==> config.mk <==
export PLATFORM = sky130hd
export DESIGN_NAME = param_rd_arbiter
export DESIGN_NICKNAME = d
export VERILOG_FILES = /design/src/rtl/param_arb_pkg.sv /design/src/rtl/param_rd_arbiter_rr_arbiter.sv /design/src/rtl/param_rd_arbiter.sv
export SDC_FILE = /design/constraint.sdc
export NUM_CORES = 1
export LEC_CHECK = 0
export ABC_CLOCK_PERIOD_IN_PS = 4300
export CORE_MARGIN = 2
export CORE_UTILIZATION = 45
export CTS_CLUSTER_DIAMETER = 80
export DETAILED_ROUTE_END_ITERATION = 16
export PLACE_DENSITY = 0.68
export RECOVER_POWER = 100
export SLEW_MARGIN = 10
export SYNTH_ARGS = -nofsm -noshare
export SYNTH_HDL_FRONTEND = slang
export SYNTH_SLANG_ARGS = --single-unit
==> constraint.sdc <==
create_clock -name clk -period 4.3 [get_ports clk]
set_input_delay 0.86 -clock clk [delete_from_list [all_inputs] [get_ports clk]]
set_output_delay 0.86 -clock clk [all_outputs]
set_load 0.01 [all_outputs]
==> src/rtl/param_arb_pkg.sv <==
// Shared types and field layout for the per-layer parameter file.
// The entry bit-field offsets are also used by the consumers that decode entries.
package param_arb_pkg;

    typedef enum logic {
        UNLOADED = 1'b0,
        LOADED   = 1'b1
    } arb_state_e;

    // Field layout of one parameter entry (LSB-first).
    localparam int IN_CHAN_SIZE_LSB  = 0;
    localparam int IN_CHAN_SIZE_W    = 6;
    localparam int IN_SEQ_LENGTH_LSB = IN_CHAN_SIZE_LSB + IN_CHAN_SIZE_W;
    localparam int IN_SEQ_LENGTH_W   = 8;
    localparam int KERNEL_SIZE_LSB   = IN_SEQ_LENGTH_LSB + IN_SEQ_LENGTH_W;
    localparam int KERNEL_SIZE_W     = 3;

    // Index following idx, wrapping modulo n.
    function automatic int rr_next(input int idx, input int n);
        return (idx + 1 >= n) ? 0 : idx + 1;
    endfunction

endpackage

==> src/rtl/param_rd_arbiter_rr_arbiter.sv <==
// Round-robin arbiter: grants the first requester at or above rr_ptr (wrapping),
// and moves rr_ptr past the winner when the grant is taken.
module rr_arbiter
    import param_arb_pkg::*;
#(
    parameter int NUM_REQ = 3
) (
    input  logic               clk,
    input  logic               rst_n,
    input  logic               clear_i,
    input  logic               advance_i,
    input  logic [NUM_REQ-1:0] req_i,
    output logic [NUM_REQ-1:0] grant_o
);

    localparam int PTR_W = (NUM_REQ > 1) ? $clog2(NUM_REQ) : 1;

    logic [PTR_W-1:0] rr_ptr_q, rr_ptr_d;
    logic             found;
    int               gnt_idx;
    int               scan_idx;

    // Scan upward from rr_ptr and pick the first active request.
    always_comb begin
        grant_o  = '0;
        found    = 1'b0;
        gnt_idx  = 0;
        scan_idx = 0;
        for (int k = 0; k < NUM_REQ; k++) begin
            scan_idx = int'(rr_ptr_q) + k;
            if (scan_idx >= NUM_REQ) begin
                scan_idx = scan_idx - NUM_REQ;
            end
            if (!found && req_i[scan_idx]) begin
                found             = 1'b1;
                gnt_idx           = scan_idx;
                grant_o[scan_idx] = 1'b1;
            end
        end
    end

    // Pointer update; clear wins over an advance in the same cycle.
    always_comb begin
        rr_ptr_d = rr_ptr_q;
        if (clear_i) begin
            rr_ptr_d = '0;
        end else if (advance_i && found) begin
            rr_ptr_d = PTR_W'(rr_next(gnt_idx, NUM_REQ));
        end
    end

    // Pointer register.
    always_ff @(posedge clk or negedge rst_n) begin
        if (!rst_n) begin
            rr_ptr_q <= '0;
        end else begin
            rr_ptr_q <= rr_ptr_d;
        end
    end

endmodule

==> src/rtl/param_rd_arbiter.sv <==
// Per-layer parameter register file with round-robin read service.
// The write port loads entries; after load_done the requesters' address
// channels are arbitrated onto one read path, each requester receiving its
// data one cycle later on its own valid/ready channel.
// Optional build macro PARAM_RD_STATS_EN adds per-requester saturating grant counters.
//
// state    | meaning
// UNLOADED | file being loaded, no reads granted
// LOADED   | reads enabled, params_loaded high
module param_rd_arbiter
    import param_arb_pkg::*;
#(
    parameter int NUM_REQ        = 3,
    parameter int MAX_NUM_LAYERS = 4,
    parameter int PARAM_WIDTH    = 26,
    parameter int ADDR_W         = $clog2(MAX_NUM_LAYERS) + 1
) (
    input  logic                           clk,
    input  logic                           rst_n,
    input  logic                           wr_en,
    input  logic [ADDR_W-1:0]              wr_addr,
    input  logic [PARAM_WIDTH-1:0]         wr_data,
    input  logic                           load_done,
    input  logic                           clear,
    output logic                           params_loaded,
`ifdef PARAM_RD_STATS_EN
    output logic [NUM_REQ*16-1:0]          grant_count,
`endif
    input  logic [NUM_REQ*ADDR_W-1:0]      req_addr,
    input  logic [NUM_REQ-1:0]             req_addr_valid,
    output logic [NUM_REQ-1:0]             req_addr_ready,
    output logic [NUM_REQ*PARAM_WIDTH-1:0] rsp_data,
    output logic [NUM_REQ-1:0]             rsp_err,
    output logic [NUM_REQ-1:0]             rsp_data_valid,
    input  logic [NUM_REQ-1:0]             rsp_data_ready
);

    localparam int IDX_W = (MAX_NUM_LAYERS > 1) ? $clog2(MAX_NUM_LAYERS) : 1;
    localparam logic [ADDR_W-1:0] DEPTH = ADDR_W'(MAX_NUM_LAYERS);

    arb_state_e state_q, state_d;
    logic       rd_enable;

    logic [PARAM_WIDTH-1:0] mem_q [MAX_NUM_LAYERS];

    logic [NUM_REQ-1:0]             rsp_valid_q, rsp_valid_d;
    logic [NUM_REQ-1:0]             rsp_err_q, rsp_err_d;
    logic [NUM_REQ*PARAM_WIDTH-1:0] rsp_data_q, rsp_data_d;

    logic [NUM_REQ-1:0] eligible;
    logic [NUM_REQ-1:0] grant;
    logic [ADDR_W-1:0]  sel_addr;

    // State register.
    always_ff @(posedge clk or negedge rst_n) begin
        if (!rst_n) begin
            state_q <= UNLOADED;
        end else begin
            state_q <= state_d;
        end
    end

    // Next state: clear dominates load_done.
    always_comb begin
        state_d = state_q;
        if (clear) begin
            state_d = UNLOADED;
        end else if (state_q == UNLOADED && load_done) begin
            state_d = LOADED;
        end
    end

    // State outputs.
    always_comb begin
        rd_enable     = (state_q == LOADED);
        params_loaded = rd_enable;
    end

    // Parameter storage; clear zeroes it and beats a same-cycle write.
    always_ff @(posedge clk or negedge rst_n) begin
        if (!rst_n) begin
            for (int e = 0; e < MAX_NUM_LAYERS; e++) begin
                mem_q[e] <= '0;
            end
        end else if (clear) begin
            for (int e = 0; e < MAX_NUM_LAYERS; e++) begin
                mem_q[e] <= '0;
            end
        end else if (wr_en && (wr_addr < DEPTH)) begin
            mem_q[wr_addr[IDX_W-1:0]] <= wr_data;
        end
    end

    // Eligibility: loaded, requesting, no response outstanding, no write this cycle.
    always_comb begin
        for (int i = 0; i < NUM_REQ; i++) begin
            eligible[i] = rd_enable && req_addr_valid[i] && !rsp_valid_q[i] && !wr_en;
        end
    end

    rr_arbiter #(
        .NUM_REQ (NUM_REQ)
    ) u_rr_arbiter (
        .clk       (clk),
        .rst_n     (rst_n),
        .clear_i   (clear),
        .advance_i (|grant),
        .req_i     (eligible),
        .grant_o   (grant)
    );

    assign req_addr_ready = grant;

    // Response slots: load on grant, release on consume, drop everything on clear.
    always_comb begin
        rsp_valid_d = rsp_valid_q;
        rsp_err_d   = rsp_err_q;
        rsp_data_d  = rsp_data_q;
        sel_addr    = '0;
        for (int i = 0; i < NUM_REQ; i++) begin
            sel_addr = req_addr[i*ADDR_W +: ADDR_W];
            if (clear) begin
                rsp_valid_d[i]                          = 1'b0;
                rsp_err_d[i]                            = 1'b0;
                rsp_data_d[i*PARAM_WIDTH +: PARAM_WIDTH] = '0;
            end else if (grant[i]) begin
                rsp_valid_d[i] = 1'b1;
                if (sel_addr < DEPTH) begin
                    rsp_err_d[i]                            = 1'b0;
                    rsp_data_d[i*PARAM_WIDTH +: PARAM_WIDTH] = mem_q[sel_addr[IDX_W-1:0]];
                end else begin
                    rsp_err_d[i]                            = 1'b1;
                    rsp_data_d[i*PARAM_WIDTH +: PARAM_WIDTH] = '0;
                end
            end else if (rsp_valid_q[i] && rsp_data_ready[i]) begin
                rsp_valid_d[i] = 1'b0;
            end
        end
    end

    // Response registers.
    always_ff @(posedge clk or negedge rst_n) begin
        if (!rst_n) begin
            rsp_valid_q <= '0;
            rsp_err_q   <= '0;
            rsp_data_q  <= '0;
        end else begin
            rsp_valid_q <= rsp_valid_d;
            rsp_err_q   <= rsp_err_d;
            rsp_data_q  <= rsp_data_d;
        end
    end

    assign rsp_data_valid = rsp_valid_q;
    assign rsp_err        = rsp_err_q;
    assign rsp_data       = rsp_data_q;

`ifdef PARAM_RD_STATS_EN
    logic [NUM_REQ*16-1:0] cnt_q, cnt_d;

    // Saturating grant counters, zeroed by clear.
    always_comb begin
        cnt_d = cnt_q;
        for (int i = 0; i < NUM_REQ; i++) begin
            if (clear) begin
                cnt_d[i*16 +: 16] = '0;
            end else if (grant[i] && (cnt_q[i*16 +: 16] != 16'hFFFF)) begin
                cnt_d[i*16 +: 16] = cnt_q[i*16 +: 16] + 16'd1;
            end
        end
    end

    // Counter register.
    always_ff @(posedge clk or negedge rst_n) begin
        if (!rst_n) begin
            cnt_q <= '0;
        end else begin
            cnt_q <= cnt_d;
        end
    end

    assign grant_count = cnt_q;
`endif

endmodule

==> impl_metrics.toml <==
[placement]
dp_hpwl_microns = 16100
place_ws_ns = 0.199
dpl.cell_count = 1195
numPortBuffers = 136
placed_cell_area_sq_um = 11200
routabilityCongestion = 0.836

[grt]
overflow = 0
grt_pass1_wl_microns = 41000
grt_use_total = 0.242
grt_pass1_vias = 7240
grt_max_degree = 105
met1_usage = 0.335
antenna_found_initial = 0
grt_util_met2 = 0.396
met3_usage = 0.0442
grt-busiest-layer = "met2"

[route]
ant_nets = 0
drt_pass1_iterations = 5
via_count = 7202
drc = 0
drt_iter0_drc = 597
avgRoutedWirePerCell_microns = 21.3
wl_microns = 26100
viasPerCell = 5.88

[clocking]
ctsHtreeMaxLevel = 4
clock_sinks = 191
cts_tree = "done"
cts_max_path_buffers = 2
clk_pin_slew_worst_paths_ns = 0.06
cts_resized = 0
post_cts_buffers = 0
cts_buffers = 17
hold_buffers = 0
root_buffer = "clkbuf_16"
insertion_delay_ns = 0.43

[finish]
layout.cells.non_filler = 1225
final_area_sq_um = 11700
diodes = 0
area_growth_pct = 22.0
n_fill_cell = 1785
finalNetCount = 996
drive_gt1_frac = 0.144
fin_util = 0.557

[synthesis]
synthArstFlopShare = 1.00
synth_cell_type_count = 46
synthSimpleGateAreaFrac = 0.121
netlist_instances = 832
synth_edf_count = 0
synth_top_area_share = 0.499
synth_mux_area_frac = 0.189
synth_seq_cells = 191
ys.flop_type = "dfrtp_1"
synth_top_family_by_area = "multiplexers"
avgSynthCellArea_sq_um = 11.5
netlist_area_sq_um = 9580
synthesis.yosys.warnings = 0
synth-compound-area-share = 0.145
synth_xor_area_frac = 0
synthesis.nets = 889
synth_area_leader_cell = "dfrtp_1"
synth_most_common_cell = "nand2_1"
synthAdderAreaFrac = 0.0105
synth_common_cells = "nand2_1 (215), dfrtp_1 (191), a21oi_1 (112), a22o_1 (80), mux4_2 (78)"
synthTopCellsByArea = "dfrtp_1 (50%), mux4_2 (18%), nand2_1 (8.4%)"
seq_area_frac_synth = 0.499

[die]
num_rows = 53
ioPinCount = 137
initial_utilization = 0.457
die_w_microns = 150
die_area_sq_um = 22500
die_y_microns = 150
core_sq_um = 21000

[run]
maxCapViolations = 4

[worst_setup_path]
critPathLaunchType = "input pin"
worst-path-stages = 6
cp_slowest_cell = "dlygate4sd3_1"
r2r_cells = 11
endpoint_kind = "output port"
crit_top_cell = "a221o_1"
worstPathCellList = "clkdlybuf4s50_1, nand4bb_4, o2111a_1, a221o_1, a221o_1, dlygate4sd3_1"
arrival_ns = 3.23
path_delay_family = "buffers and inverters"
cp_max_fo = 6
worstPathRequired_ns = 3.44
crit_start = "wr_en"
critical-path-max-stage-delay_ns = 0.60
path_buf_inv = 2
r2r_start = "u_rr_arbiter.rr_ptr_q[0]"
path_class = "in -> out"

[min_path]
min_from = "rsp_data[17]"
hold_class = "reg -> reg"
hold_depth = 1

[power]
cellPowerDensity_nw_per_um2 = 339
p_leak_nw = 5.09
switching_power_mw = 1.01
power.total_mw = 3.96
p_clk_frac = 0.405
irDropWorstVdd_v = 0.000279
swShare = 0.254
seq_power_share = 0.469
p_int_mw = 2.95
combPwrFrac = 0.125

[sta]
setup_viol = 0
final.setup.tns_ns = 0
whs_ns = 0.498
fin_crit_ns = 4.09
relSlewSlack = -0.501
rsz0062_at_grt = "no"
worst_slack_ns = 0.205
fmax_mhz = 244
worstMarginPinSlew_ns = 2.25
fin_crit_sh = 0.952
slew_violations = 239
fin_worst_skew_ns = 0.00783
finalHoldViolations = 0

[status]
status = "finished with violations"
violations = "max-capacitance violations, max-slew violations"
cell usage in the layout (no fill, tap or decap), drive strengths merged, types with 2 or more instances in the layout:
| cell type | Yosys | final |
|---|---|---|
| clkinv | 0 | 3 |
| inv | 8 | 8 |
| mux4 | 78 | 78 |
| bufinv | 0 | 3 |
| a22o | 80 | 80 |
| dfrtp | 191 | 191 |
| a221o | 2 | 2 |
| clkinvlp | 0 | 4 |
| or3 | 3 | 3 |
| buf | 17 | 16 |
| nand2 | 215 | 215 |
| clkdlybuf4s50 | 0 | 44 |
| ha | 8 | 8 |
| nand4bb | 2 | 2 |
| nor3b | 5 | 5 |
| nor2 | 16 | 16 |
| dlygate4sd3 | 0 | 87 |
| nor3 | 5 | 5 |
| a21oi | 112 | 112 |
| and4bb | 2 | 2 |
| clkbuf | 53 | 31 |
| and2 | 2 | 2 |
| nand2b | 6 | 6 |
| o21ai | 3 | 3 |
| nor2b | 2 | 2 |
| and3 | 2 | 2 |
| mux2i | 5 | 5 |
layout make-up:
| type | count | area (sq um) | area share |
|---|---|---|---|
| Clock buffer | 20 | 457 | 0.0391 |
| Clock inverter | 10 | 139 | 0.0119 |
| Inverter | 8 | 30.0 | 0.00257 |
| Multi-Input combinational cell | 563 | 4440 | 0.380 |
| Sequential cell | 191 | 4780 | 0.409 |
| Tap cell | 275 | 344 | 0.0295 |
| Timing Repair Buffer | 158 | 1490 | 0.127 |
power by group through the flow:
| stage | combinational, mW | sequential [mW] | clock, mW |
|---|---|---|---|
| 2_1_floorplan | 0.296 | 1.89 | 0 |
| 3_3_place_gp | 0.516 | 1.89 | 0 |
| 3_5_place_dp | 0.516 | 1.89 | 0 |
| 4_1_cts | 0.516 | 1.86 | 1.63 |
| 5_1_grt | 0.536 | 1.86 | 1.71 |
| 6_report | 0.497 | 1.86 | 1.61 |
metal layers:
| metal | vias to the layer above | routed length, microns |
|---|---|---|
| met1 | 3626 | 11000 |
| met4 | 0 | 324 |
| li1 | 3265 | - |
| met3 | 28 | 1700 |
| met2 | 283 | 13100 |
| met5 | - | 0 |
sequential cells by signal (all words and copies together) (netlist names):
name	count
rsp_data	78
mem_q	104
params_loaded	1
rsp_data_valid	3
rsp_err	3
u_rr_arbiter.rr_ptr_q	2
worst paths after layout:
path,to,slack (ns)
max in group asynchronous,rsp_data[25],0.68
min reg2reg,rsp_data[17],0.50
max reg2reg,rsp_data[24],0.79
max,req_addr_ready[0],0.21
min in group asynchronous,rsp_data[42],1.07
min,rsp_data[17],0.50
cells by family (layout without fill, tap and decap cells):
| kind of cell | count (synthesis) | count (layout) |
|---|---|---|
| buffers and inverters | 78 | 196 |
| adders and majority gates | 8 | 8 |
| and+or+nand+nor | 264 | 264 |
| DFF | 191 | 191 |
| AOI/OAI and AO/OA | 208 | 208 |
| muxes | 83 | 83 |
Power figures use the tool's default switching activity.
